**src/rtl/stream_bw_pkg.sv**
```systemverilog
// Shared constants and types for the stream bandwidth generator and the echo block.
package stream_bw_pkg;

  localparam logic [31:0] SIG_HI  = 32'h42424242;
  localparam logic [31:0] SIG_LO  = 32'hDEADBEEF;
  localparam logic [31:0] PAT_XOR = 32'hA5A5A5A5;

  typedef enum logic [1:0] {
    ST_IDLE = 2'd0,
    ST_RUN  = 2'd1,
    ST_DONE = 2'd2
  } bw_state_e;

  // Beat payload for pattern word w at beat index idx.
  function automatic logic [127:0] tx_pattern(input logic [31:0] w, input logic [31:0] idx);
    return {~w, w ^ PAT_XOR, idx, w};
  endfunction

endpackage

```
**src/rtl/stream_bw_checker.sv**
```systemverilog
// In-order response checker: tracks the echo block's running sum and counts
// responses that differ from the expected signature/sum/word.
module stream_bw_checker
  import stream_bw_pkg::*;
#(
  parameter int ERR_W = 16
) (
  input  logic             clk,
  input  logic             rst_n,
  input  logic             clr_i,
  input  logic             rx_hs_i,
  input  logic [127:0]     rx_data_i,
  input  logic [31:0]      rx_idx_i,
  input  logic [31:0]      seed_i,
  output logic [ERR_W-1:0] err_count_o,
  output logic [31:0]      first_err_idx_o
);

  logic [31:0]      exp_sum_q, exp_sum_d, exp_sum_nx, exp_word;
  logic [ERR_W-1:0] err_count_q, err_count_d;
  logic [31:0]      first_err_idx_q, first_err_idx_d;
  logic [127:0]     exp_resp;
  logic             mismatch;

  // Saturating increment of the error counter.
  function automatic logic [ERR_W-1:0] sat_inc(input logic [ERR_W-1:0] v);
    return (v == {ERR_W{1'b1}}) ? v : v + ERR_W'(1);
  endfunction

  // Build the expected response for handshake k and decide the next counters.
  always_comb begin
    exp_word        = seed_i + rx_idx_i;
    exp_sum_nx      = exp_sum_q + exp_word;
    exp_resp        = {SIG_HI, SIG_LO, exp_sum_nx, exp_word};
    mismatch        = rx_hs_i && (rx_data_i != exp_resp);
    exp_sum_d       = exp_sum_q;
    err_count_d     = err_count_q;
    first_err_idx_d = first_err_idx_q;
    if (clr_i) begin
      // The running sum mirrors the echo block, which keeps it across runs.
      err_count_d     = '0;
      first_err_idx_d = '0;
    end else if (rx_hs_i) begin
      exp_sum_d = exp_sum_nx;
      if (mismatch) begin
        if (err_count_q == '0) first_err_idx_d = rx_idx_i;
        err_count_d = sat_inc(err_count_q);
      end
    end
  end

  // Checker state registers.
  always_ff @(posedge clk) begin
    if (!rst_n) begin
      exp_sum_q       <= '0;
      err_count_q     <= '0;
      first_err_idx_q <= '0;
    end else begin
      exp_sum_q       <= exp_sum_d;
      err_count_q     <= err_count_d;
      first_err_idx_q <= first_err_idx_d;
    end
  end

  assign err_count_o     = err_count_q;
  assign first_err_idx_o = first_err_idx_q;

endmodule

```
**src/rtl/stream_bw_generator.sv**
```systemverilog
// Loopback traffic generator: drives a numbered beat pattern into the echo
// block, checks its responses in order and aborts a stalled run on timeout.
module stream_bw_generator
  import stream_bw_pkg::*;
#(
  parameter int TIMEOUT_CYC = 1024,
  parameter int ERR_W       = 16
) (
  input  logic             clk,
  input  logic             rst_n,
  input  logic             start,
  input  logic [31:0]      num_beats,
  input  logic [31:0]      seed,
  input  logic             rx_hold,
  output logic             busy,
  output logic             done,
  output logic             timeout,
  output logic [ERR_W-1:0] err_count,
  output logic [31:0]      first_err_idx,
  output logic [31:0]      tx_count,
  output logic [31:0]      rx_count,
  output logic             tx_valid,
  input  logic             tx_rdy,
  output logic [127:0]     tx_data,
  input  logic             rx_valid,
  output logic             rx_rdy,
  input  logic [127:0]     rx_data
);

  bw_state_e   state_q, state_d;
  logic [31:0] num_beats_q, num_beats_d;
  logic [31:0] seed_q, seed_d;
  logic [31:0] tx_count_q, tx_count_d;
  logic [31:0] rx_count_q, rx_count_d;
  logic [31:0] tmo_cnt_q, tmo_cnt_d;
  logic        timeout_q, timeout_d;
  logic        accept, tx_hs, rx_hs;

  assign accept   = (state_q == ST_IDLE) && start;
  assign tx_valid = (state_q == ST_RUN) && (tx_count_q < num_beats_q);
  assign rx_rdy   = (state_q == ST_RUN) && !rx_hold;
  assign tx_hs    = tx_valid && tx_rdy;
  assign rx_hs    = rx_valid && rx_rdy;
  // Gated so the bus reads zero whenever no beat is offered (including reset).
  assign tx_data  = tx_valid ? tx_pattern(seed_q + tx_count_q, tx_count_q) : '0;

  // Run control: FSM, beat/response counters and the no-progress timeout.
  always_comb begin
    state_d     = state_q;
    num_beats_d = num_beats_q;
    seed_d      = seed_q;
    tx_count_d  = tx_count_q;
    rx_count_d  = rx_count_q;
    tmo_cnt_d   = tmo_cnt_q;
    timeout_d   = timeout_q;
    case (state_q)
      ST_IDLE: begin
        if (start) begin
          state_d     = ST_RUN;
          num_beats_d = num_beats;
          seed_d      = seed;
          tx_count_d  = '0;
          rx_count_d  = '0;
          tmo_cnt_d   = '0;
          timeout_d   = 1'b0;
        end
      end
      ST_RUN: begin
        if (tx_hs) tx_count_d = tx_count_q + 32'd1;
        if (rx_hs) begin
          rx_count_d = rx_count_q + 32'd1;
          tmo_cnt_d  = '0;
        end else begin
          tmo_cnt_d  = tmo_cnt_q + 32'd1;
        end
        // Completion is judged on the post-handshake count so DONE follows the last response directly;
        // a handshake always defeats a timeout in the same cycle.
        if (rx_count_d == num_beats_q) begin
          state_d = ST_DONE;
        end else if (!rx_hs && (tmo_cnt_d == 32'(TIMEOUT_CYC))) begin
          state_d   = ST_DONE;
          timeout_d = 1'b1;
        end
      end
      ST_DONE: state_d = ST_IDLE;
      default: state_d = ST_IDLE;
    endcase
  end

  // Control and run-parameter registers.
  always_ff @(posedge clk) begin
    if (!rst_n) begin
      state_q     <= ST_IDLE;
      num_beats_q <= '0;
      seed_q      <= '0;
      tx_count_q  <= '0;
      rx_count_q  <= '0;
      tmo_cnt_q   <= '0;
      timeout_q   <= 1'b0;
    end else begin
      state_q     <= state_d;
      num_beats_q <= num_beats_d;
      seed_q      <= seed_d;
      tx_count_q  <= tx_count_d;
      rx_count_q  <= rx_count_d;
      tmo_cnt_q   <= tmo_cnt_d;
      timeout_q   <= timeout_d;
    end
  end

  stream_bw_checker #(
    .ERR_W (ERR_W)
  ) u_checker (
    .clk             (clk),
    .rst_n           (rst_n),
    .clr_i           (accept),
    .rx_hs_i         (rx_hs),
    .rx_data_i       (rx_data),
    .rx_idx_i        (rx_count_q),
    .seed_i          (seed_q),
    .err_count_o     (err_count),
    .first_err_idx_o (first_err_idx)
  );

  assign busy     = (state_q == ST_RUN) || (state_q == ST_DONE);
  assign done     = (state_q == ST_DONE);
  assign timeout  = timeout_q;
  assign tx_count = tx_count_q;
  assign rx_count = rx_count_q;

endmodule

```
**config.mk**
```make
export PLATFORM = sky130hd
export DESIGN_NAME = stream_bw_generator
export DESIGN_NICKNAME = d
export VERILOG_FILES = /design/src/rtl/stream_bw_pkg.sv /design/src/rtl/stream_bw_checker.sv /design/src/rtl/stream_bw_generator.sv
export SDC_FILE = /design/constraint.sdc
export NUM_CORES = 1
export LEC_CHECK = 0
export ABC_CLOCK_PERIOD_IN_PS = 10300
export CELL_PAD_IN_SITES_DETAIL_PLACEMENT = 1
export CELL_PAD_IN_SITES_GLOBAL_PLACEMENT = 1
export CORE_AREA = 2 2 228 230
export CTS_CLUSTER_SIZE = 40
export DETAILED_ROUTE_END_ITERATION = 16
export DIE_AREA = 0 0 230 232
export GPL_TIMING_DRIVEN = 1
export PLACE_DENSITY_LB_ADDON = 0.3
export SYNTH_ARGS = -nofsm -noshare
export SYNTH_HDL_FRONTEND = slang
export SYNTH_HIERARCHICAL = 1
export SYNTH_SLANG_ARGS = --single-unit
```
**constraint.sdc**
```tcl
create_clock -name clk -period 10.3 [get_ports clk]
set_clock_uncertainty 0.2 [all_clocks]
set_input_delay 3.09 -clock clk [delete_from_list [all_inputs] [get_ports clk]]
set_output_delay 3.09 -clock clk [all_outputs]
set_load 0.01 [all_outputs]
```
**Word-level counts from Yosys, hierarchy flattened**

Index checks and enable logic that the tools add are counted.

- Add/sub/neg operators: 7
- $lt $le $gt $ge: 1
- Equal/unequal tests: 11
- Multiplexer cells: 18
- Bitwise operators: 5
- Reduce and logical (&&, ||, !) cells: 22

Operators with widths:

| kind | count |
|---|---|
| $mux W32 | 6 |
| $pmux W32 S2 | 3 |
| $mux W128 | 1 |
| $ne A128 B127 Y1 | 1 |
| $add A32 B1 Y32 const B | 3 |
| $add A32 B32 Y32 | 3 |
| $eq A32 B11 Y1 const B | 1 |
| $eq A32 B32 Y1 | 1 |
| $lt A32 B32 Y1 | 1 |
| $not A32 Y32 | 1 |
| $add A16 B1 Y16 const B | 1 |
| $eq A16 B16 Y1 const B | 1 |
| $logic_not A16 Y1 | 1 |
| $not A16 Y16 | 1 |
| $reduce_and A3 Y1 | 3 |
| $reduce_and A2 Y1 | 4 |
| $logic_and A1 B1 Y1 | 7 |
| $mux W2 | 3 |
| $ne A2 B2 Y1 const B | 3 |
| $pmux W2 S2 | 1 |
| $reduce_and A4 Y1 | 1 |
| $mux W1 | 3 |
| $ne A3 B1 Y1 const B | 1 |
| $not A1 Y1 | 3 |
| other kinds (9) | 10 |

- Bits in registers: 243
- Input port bits: 198
- Output and inout bits: 245
- Logic and storage cells: 74

**Depth between registers and ports, before layout**

Gate-level depths: netlist (run 1).

- Word-level depth: 10
- Depth in mapped cells: 26
- Mapped depth without buffers: 22

**Cells and area by module**

The synthesis (run 1) kept the hierarchy.

Modules (own cells, without submodules):

| module | times used | cells an instance | area an instance (µm²) | sequential area each (µm²) |
|---|---|---|---|---|
| stream_bw_generator | 1 | 1,618 | 11,770.0 | 3,263.1 |
| stream_bw_checker | 1 | 1,193 | 8,877.3 | 1,601.5 |

**Worst setup path after synthesis (run 1)**

No wires, ideal clock.

- Path type: input to output
- Start: input rx_hold
- End: output rx_rdy
- Arrival: 3.247 ns
- Data required time: 7.010 ns
- Path slack: 3.763 ns
- Stages: 1
- Path buffers: 0
- Cell sequence: nor2_1

- Word-level cells in the longest chain between the ends: 2

RTL lines:

| what | RTL line | text |
|---|---|---|
| start: declaration | stream_bw_generator.sv:14 | `input logic rx_hold,` |
| $logic_not A1 Y1 | stream_bw_generator.sv:41 | `assign rx_rdy = (state_q == ST_RUN) && !rx_hold;` |
| $logic_and A1 B1 Y1 | stream_bw_generator.sv:41 |  |
| end: declaration | stream_bw_generator.sv:26 | `output logic rx_rdy,` |

No other way between the ends.

**Worst setup path after layout (run 1)**

- Start: register tx_count_q[15], in the netlist tx_count[15]
- End: output tx_data[30]

- Word-level cells in the longest chain between the ends: 3
- Elaborated cells on any way between the ends: 4

RTL lines:

| what | RTL line | text |
|---|---|---|
| start: declaration | stream_bw_generator.sv:33 | `logic [31:0] tx_count_q, tx_count_d;` |
| start signal: assignment | stream_bw_generator.sv:104 | `tx_count_q <= tx_count_d;` |
| $lt A32 B32 Y1 | stream_bw_generator.sv:40 | `assign tx_valid = (state_q == ST_RUN) && (tx_count_q < num_beats_q);` |
| $logic_and A1 B1 Y1 | stream_bw_generator.sv:40 |  |
| $mux W128 (*) | stream_bw_generator.sv:45 | `assign tx_data = tx_valid ? tx_pattern(seed_q + tx_count_q, tx_count_q) : '0;` |
| end: declaration | stream_bw_generator.sv:24 | `output logic [127:0] tx_data,` |

Mark *: on every way between the ends. The rest lies on a longest branch, timed or not.

==> results of run 1 <==
[sequential cells by signal (all words and copies together), names as in the netlist]
name                       flops
u_checker/first_err_idx_o     32
tx_count                      32
u_checker/exp_sum_q           32
state_q                        2
num_beats_q                   32
seed_q                        32
rx_count                      32
timeout                        1
tmo_cnt_q                     32
u_checker/err_count_o         16
[layout make-up]
class	count	share of cell area
diodes	2	0.000190
clock buffers	40	0.0334
clock inverters	15	0.00741
inverters	81	0.0116
multi-input cells	2282	0.553
flip-flops and latches	243	0.185
well taps	680	0.0323
repair buffers	476	0.178
[kinds of logic (layout without fill, tap and decap cells)]
| kind of cell | after synthesis | in the layout | share of synthesized area |
|---|---|---|---|
| buf+inv | 286 | 612 | 0.0619 |
| simple gates | 1156 | 1156 | 0.274 |
| xor+xnor | 215 | 215 | 0.0960 |
| compound gates | 724 | 724 | 0.224 |
| mux | 47 | 47 | 0.0229 |
| flops | 243 | 243 | 0.236 |
| other cells | 0 | 2 | 0 |
| fa+ha+maj | 140 | 140 | 0.0859 |
[critical path, stage by stage, from the launching register on]
cell and delay, ns:
dfxtp_1 0.69, ha_1 0.41, a21oi_1 0.33, o21ai_0 0.15, a21o_1 0.20, a221o_1 0.35, a41oi_1 0.54, o211ai_1 0.24
o41ai_1 0.45, xnor2_1 0.23, and2_1 0.24, clkdlybuf4s50_1 0.63
[layout by cell type, fill, tap and decap left out, types with 17 or more instances in the layout]
| master | count |
|---|---|
| clkdlybuf4s50_1 | 442 |
| nand2_1 | 419 |
| a21oi_1 | 265 |
| dfxtp_1 | 243 |
| nor2_1 | 220 |
| ha_1 | 137 |
| xnor2_1 | 117 |
| o21ai_0 | 115 |
| xor2_1 | 91 |
| inv_1 | 78 |
| nand4_1 | 76 |
| nand3_1 | 74 |
| nor2b_1 | 64 |
| nor3_1 | 59 |
| mux2i_1 | 45 |
| a21o_1 | 41 |
| and2_1 | 41 |
| nor4_1 | 37 |
| buf_4 | 34 |
| and3_1 | 32 |
| clkbuf_16 | 31 |
| a31oi_1 | 29 |
| or3_1 | 23 |
| nand2b_1 | 21 |
| a21boi_0 | 21 |
| o2111ai_1 | 20 |
| a211oi_1 | 19 |
| o21ai_1 | 19 |
| o211ai_1 | 18 |
| or4_1 | 18 |
| a311oi_1 | 17 |
| o31ai_1 | 17 |
[power by group through the flow]
| stage | Clock [mW] | Sequential, mW | Combinational [mW] |
|---|---|---|---|
| floorplan | 0 | 1.01 | 0.510 |
| global placement | 0 | 1.03 | 0.884 |
| detailed placement | 0 | 1.03 | 0.904 |
| CTS | 1.18 | 1.01 | 0.911 |
| global route | 1.21 | 1.01 | 0.978 |
| finish | 1.17 | 1.01 | 0.919 |
[stage by stage]
step           setup slack (ns)  power (mW)  hold WS, ns   util
2_1_floorplan              3.76        1.52        0.246      -
3_3_place_gp               2.20        1.91        0.245  0.496
3_5_place_dp               2.00        1.94        0.252  0.496
4_1_cts                    2.00        3.11        0.261  0.517
5_1_grt                    1.74        3.20        0.279  0.517
6_report                   1.95        3.10        0.261  0.517
[path summary, 6_finish.rpt]
| check | from | end | slack [ns] | depth (start not counted) |
|---|---|---|---|---|
| worst min register to register | u_checker/first_err_idx_o[9] | u_checker/first_err_idx_o[9] | 0.26 | 2 |
| worst max-delay path | tx_count[15] | tx_data[30] | 1.95 | 11 |
| worst max register to register | rx_count[1] | u_checker/first_err_idx_o[14] | 2.34 | 20 |
| worst min-delay path | u_checker/first_err_idx_o[9] | u_checker/first_err_idx_o[9] | 0.26 | 2 |
[routing by layer]
metal,up-vias,GRT usage,wire [um]
met5,-,0,0
met4,0,0.138,4300
met3,224,0.0425,5940
met2,923,0.619,47300
met1,11574,0.447,40800
li1,10639,-,-
==> impl_metrics.env, run 1 <==
export IMPL_io_buffers=442
export IMPL_routed_wl_um=98400
export IMPL_clock_sinks=243
export IMPL_clockBufferDepth=3
export IMPL_place_inst=3762
export IMPL_place_congestion=0.950
export IMPL_initial_core_util=0.406
export IMPL_leakage_nw=9.87
export IMPL_synth_top_area_cell="dfxtp_1"
export IMPL_slew_headroom=0.216
export IMPL_start_kind="flop"
export IMPL_tightest_slew_ns=1.17
export IMPL_worstSkewPairLatency_ns=0.60
export IMPL_criticalPathCategory="reg2out"
export IMPL_pwr_share_clk=0.377
export IMPL_worstSetupEndpointType="primary output"
export IMPL_run_status="completed"
export IMPL_area_growth_pct=27.5
export IMPL_switching_power_mw=1.05
export IMPL_cts_root_buf="clkbuf_16"
export IMPL_rsz0062_at_grt="no"
export IMPL_final_nets=3452
export IMPL_antenna_found_initial=1
export IMPL_drive_gt1_frac=0.0421
export IMPL_slew_violations=0
export IMPL_dpl_cell_area_um2=25300
export IMPL_drtAntennaViolNets=0
export IMPL_grt_max_degree=73
export IMPL_ys_ff_latch=243
export IMPL_syn_inst=2811
export IMPL_syn_area_per_cell_um2=7.35
export IMPL_power_density_nw_per_um2=118
export IMPL_ff_latch_area_um2=4860
export IMPL_grt_pass1_wl_um=147000
export IMPL_crit_required_ns=7.01
export IMPL_vias=23360
export IMPL_die_h_um=232
export IMPL_io_pins=443
export IMPL_synth_ff_type="dfxtp_1"
export IMPL_ys_top_cells_by_area="dfxtp_1 24%, ha_1 8.3%, nand2_1 7.6%"
export IMPL_syn_cell_area_um2=20600
export IMPL_crit_arrival_ns=5.06
export IMPL_final_design_area_no_fill_um2=26300
export IMPL_worst_path_max_fanout=9
export IMPL_seqPwrFrac=0.327
export IMPL_grt_usage=0.356
export IMPL_synth_top_area_frac=0.236
export IMPL_coreArea_um2=50900
export IMPL_cap_violations=0
export IMPL_cts_tree="yes"
export IMPL_cts_clk_slew_worst_paths_ns=0.06
export IMPL_grt_pass1_vias=23649
export IMPL_cts_hold_buf=0
export IMPL_overflow=0
export IMPL_drtPass1Iterations=5
export IMPL_ys_top_cells_by_count="420 x nand2_1, 265 x a21oi_1, 243 x dfxtp_1"
export IMPL_fin_crit_sh=0.810
export IMPL_switching_share=0.340
export IMPL_drt_iter0_markers=2021
export IMPL_finalHoldViolCount=0
export IMPL_fmax_ghz=0.120
export IMPL_cts_htree_levels=1
export IMPL_drc=0
export IMPL_vdd_ir_drop_max_mv=0.128
export IMPL_ys_warn_count=6
export IMPL_cts_buffers=30
export IMPL_design_die_area_um2=53400
export IMPL_cts_setup_buffers=0
export IMPL_place_hpwl_um=75900
export IMPL_hold_class="reg2reg"
export IMPL_finalSetupTns_ns=0
export IMPL_wire_per_inst_um=25.8
export IMPL_avgViaCountPerCell=6.12
export IMPL_synth_async_reset_ratio=0
export IMPL_die_x_um=230
export IMPL_synth_yosys_seq_area_share=0.236
export IMPL_cts_resized_gates=0
export IMPL_synth_cell_types=98
export IMPL_fillers=6323
export IMPL_pwr_share_comb=0.297
export IMPL_num_rows=83
export IMPL_multi_input_area_um2=14600
export IMPL_synth_edf_count=0
export IMPL_syn_num_nets=3149
export IMPL_post_synth_top_count_cell="nand2_1"
export IMPL_internal_power_mw=2.05
export IMPL_finalSetupViolCount=0
export IMPL_instances_no_fill=3819
export IMPL_fin_crit_ns=8.35
Power figures use the tool's default switching activity.
==> run 2, diff against run 1 <==
Settings changed: ABC_CLOCK_PERIOD_IN_PS 10300 to 8000, CORE_AREA 2 2 228 230 to 2 2 237 239, DIE_AREA 0 0 230 232 to 0 0 239 241.
Clock period 10.3 ns to 8 ns, I/O delays scaled along.
==> impl_metrics.env, run 2 (synthesis results as in run 1) <==
export IMPL_run_status="completed"
export IMPL_clockBufferDepth=3
export IMPL_grt_pass1_vias=23506
export IMPL_io_buffers=442
export IMPL_finalHoldViolCount=0
export IMPL_finalSetupViolCount=0
export IMPL_cap_violations=0
export IMPL_power_density_nw_per_um2=151
export IMPL_grt_usage=0.335
export IMPL_grt_pass1_wl_um=148000
export IMPL_coreArea_um2=54900
export IMPL_avgViaCountPerCell=6.05
export IMPL_worst_path_max_fanout=9
export IMPL_critPathBufInv=1
export IMPL_slew_headroom=0.101
export IMPL_pwr_share_clk=0.374
export IMPL_drive_gt1_frac=0.0442
export IMPL_area_growth_pct=28.0
export IMPL_rsz0062_at_grt="no"
export IMPL_vias=23299
export IMPL_drc=0
export IMPL_switching_share=0.342
export IMPL_overflow=0
export IMPL_worstSetupEndpointType="primary output"
export IMPL_seqPwrFrac=0.330
export IMPL_internal_power_mw=2.62
export IMPL_cts_hold_buf=0
export IMPL_slew_violations=0
export IMPL_hold_class="reg2reg"
export IMPL_routed_wl_um=100000
export IMPL_grt_max_degree=81
export IMPL_pre_cts_ws_ns=0.977
export IMPL_pwr_share_comb=0.296
export IMPL_antenna_found_initial=4
export IMPL_num_rows=86
export IMPL_wire_per_inst_um=26.0
export IMPL_switching_power_mw=1.36
export IMPL_crit_family="compound AO/OA/AOI/OAI gates"
export IMPL_cts_htree_levels=1
export IMPL_finalSetupTns_ns=0
export IMPL_drtPass1Iterations=6
export IMPL_design_die_area_um2=57600
export IMPL_die_x_um=239
export IMPL_initial_core_util=0.376
export IMPL_cts_root_buf="clkbuf_16"
export IMPL_cts_tree="yes"
export IMPL_crit_path_cell_trace="ha_1 -> a21oi_1 -> o21ai_0 -> a21o_1 -> a221o_1 -> a41oi_1 -> o211ai_1 -> o41ai_1 -> xnor2_1 -> and2_1 -> clkdlybuf4s50_1"
export IMPL_final_nets=3461
export IMPL_vdd_ir_drop_max_mv=0.159
export IMPL_cts_resized_gates=0
export IMPL_cts_setup_buffers=0
export IMPL_fin_crit_ns=7.42
export IMPL_die_h_um=241
export IMPL_clock_sinks=243
export IMPL_fmax_ghz=0.135
export IMPL_io_pins=443
export IMPL_cpMaxStageDelayCell="dfxtp_1"
export IMPL_crit_required_ns=5.40
export IMPL_crit_arrival_ns=4.82
export IMPL_fin_ws_ns=0.579
export IMPL_fin_crit_sh=0.928
export IMPL_place_hpwl_um=78800
export IMPL_place_congestion=0.955
export IMPL_leakage_nw=9.91
export IMPL_cts_clk_slew_worst_paths_ns=0.07
export IMPL_max_stage_delay_ns=0.66
export IMPL_cts_buffers=30
export IMPL_drt_iter0_markers=1930
export IMPL_drtAntennaViolNets=0
export IMPL_start_kind="flop"
export IMPL_criticalPathCategory="reg2out"
export IMPL_fillers=6754
export IMPL_worstSkewPairLatency_ns=0.62
export IMPL_tightest_slew_ns=1.34
export IMPL_mostFrequentLayoutCell="clkdlybuf4s50_1"
export IMPL_mostFrequentLayoutCells="442 x clkdlybuf4s50_1, 419 x nand2_1, 265 x a21oi_1, 243 x dfxtp_1, 220 x nor2_1"
run 2: path summary, 6_finish.rpt:
check / from / to / slack (ns) / cells after the start
setup / recovery: tx_count[15] / tx_data[94] / 0.58 / 11
hold / removal: u_checker/first_err_idx_o[28] / u_checker/first_err_idx_o[28] / 0.26 / 2
setup reg to reg: seed_q[0] / u_checker/first_err_idx_o[11] / 0.76 / 22
hold reg to reg: u_checker/first_err_idx_o[28] / u_checker/first_err_idx_o[28] / 0.26 / 2
run 2: power groups by stage:
stage	clock network [mW]	registers [mW]	logic, mW
detailed placement	0	1.34	1.16
CTS	1.51	1.31	1.17
global route	1.55	1.31	1.25
floorplan	0	1.30	0.657
finish	1.49	1.31	1.18
global placement	0	1.33	1.14
run 2: through the flow:
stage / std cells / hold slack (ns) / total power, mW / utilization / instance area, um^2
floorplan: 2811 / 0.246 / 1.96 / - / 20600
global placement: 3795 / 0.242 / 2.47 / 0.462 / 25400
detailed placement: 3795 / 0.253 / 2.50 / 0.462 / 25400
CTS: 3849 / 0.262 / 3.99 / 0.482 / 26400
global route: 3852 / 0.282 / 4.12 / 0.482 / 26400
finish: 3852 / 0.259 / 3.98 / 0.482 / 26400
run 2: final cells by class:
| cell class | instances | area, um^2 | share of cell area |
|---|---|---|---|
| Tap cell | 704 | 881 | 0.0333 |
| Clock inverter | 14 | 209 | 0.00790 |
| Clock buffer | 40 | 858 | 0.0325 |
| Antenna cell | 3 | 7.51 | 0.000284 |
| Multi-Input combinational cell | 2282 | 14600 | 0.550 |
| Sequential cell | 243 | 4860 | 0.184 |
| Timing Repair Buffer | 485 | 4760 | 0.180 |
| Inverter | 81 | 305 | 0.0115 |
run 2: tightest hold or removal path: cells and delay by family, from the launching register on:
| kind | cells | cell delay [ns] |
|---|---|---|
| AND/OR/NAND/NOR | 1 | 0.05 |
| flip-flops | 1 | 0.31 |
| multiplexers | 1 | 0.05 |
run 2: routing by layer:
metal  GRT usage  part of all wire  up-vias
met5           0                 0        -
met1       0.429              0.42    11586
met2       0.573              0.48      833
met3      0.0387             0.055      205
met4       0.138             0.045        0
li1            -                 -    10675
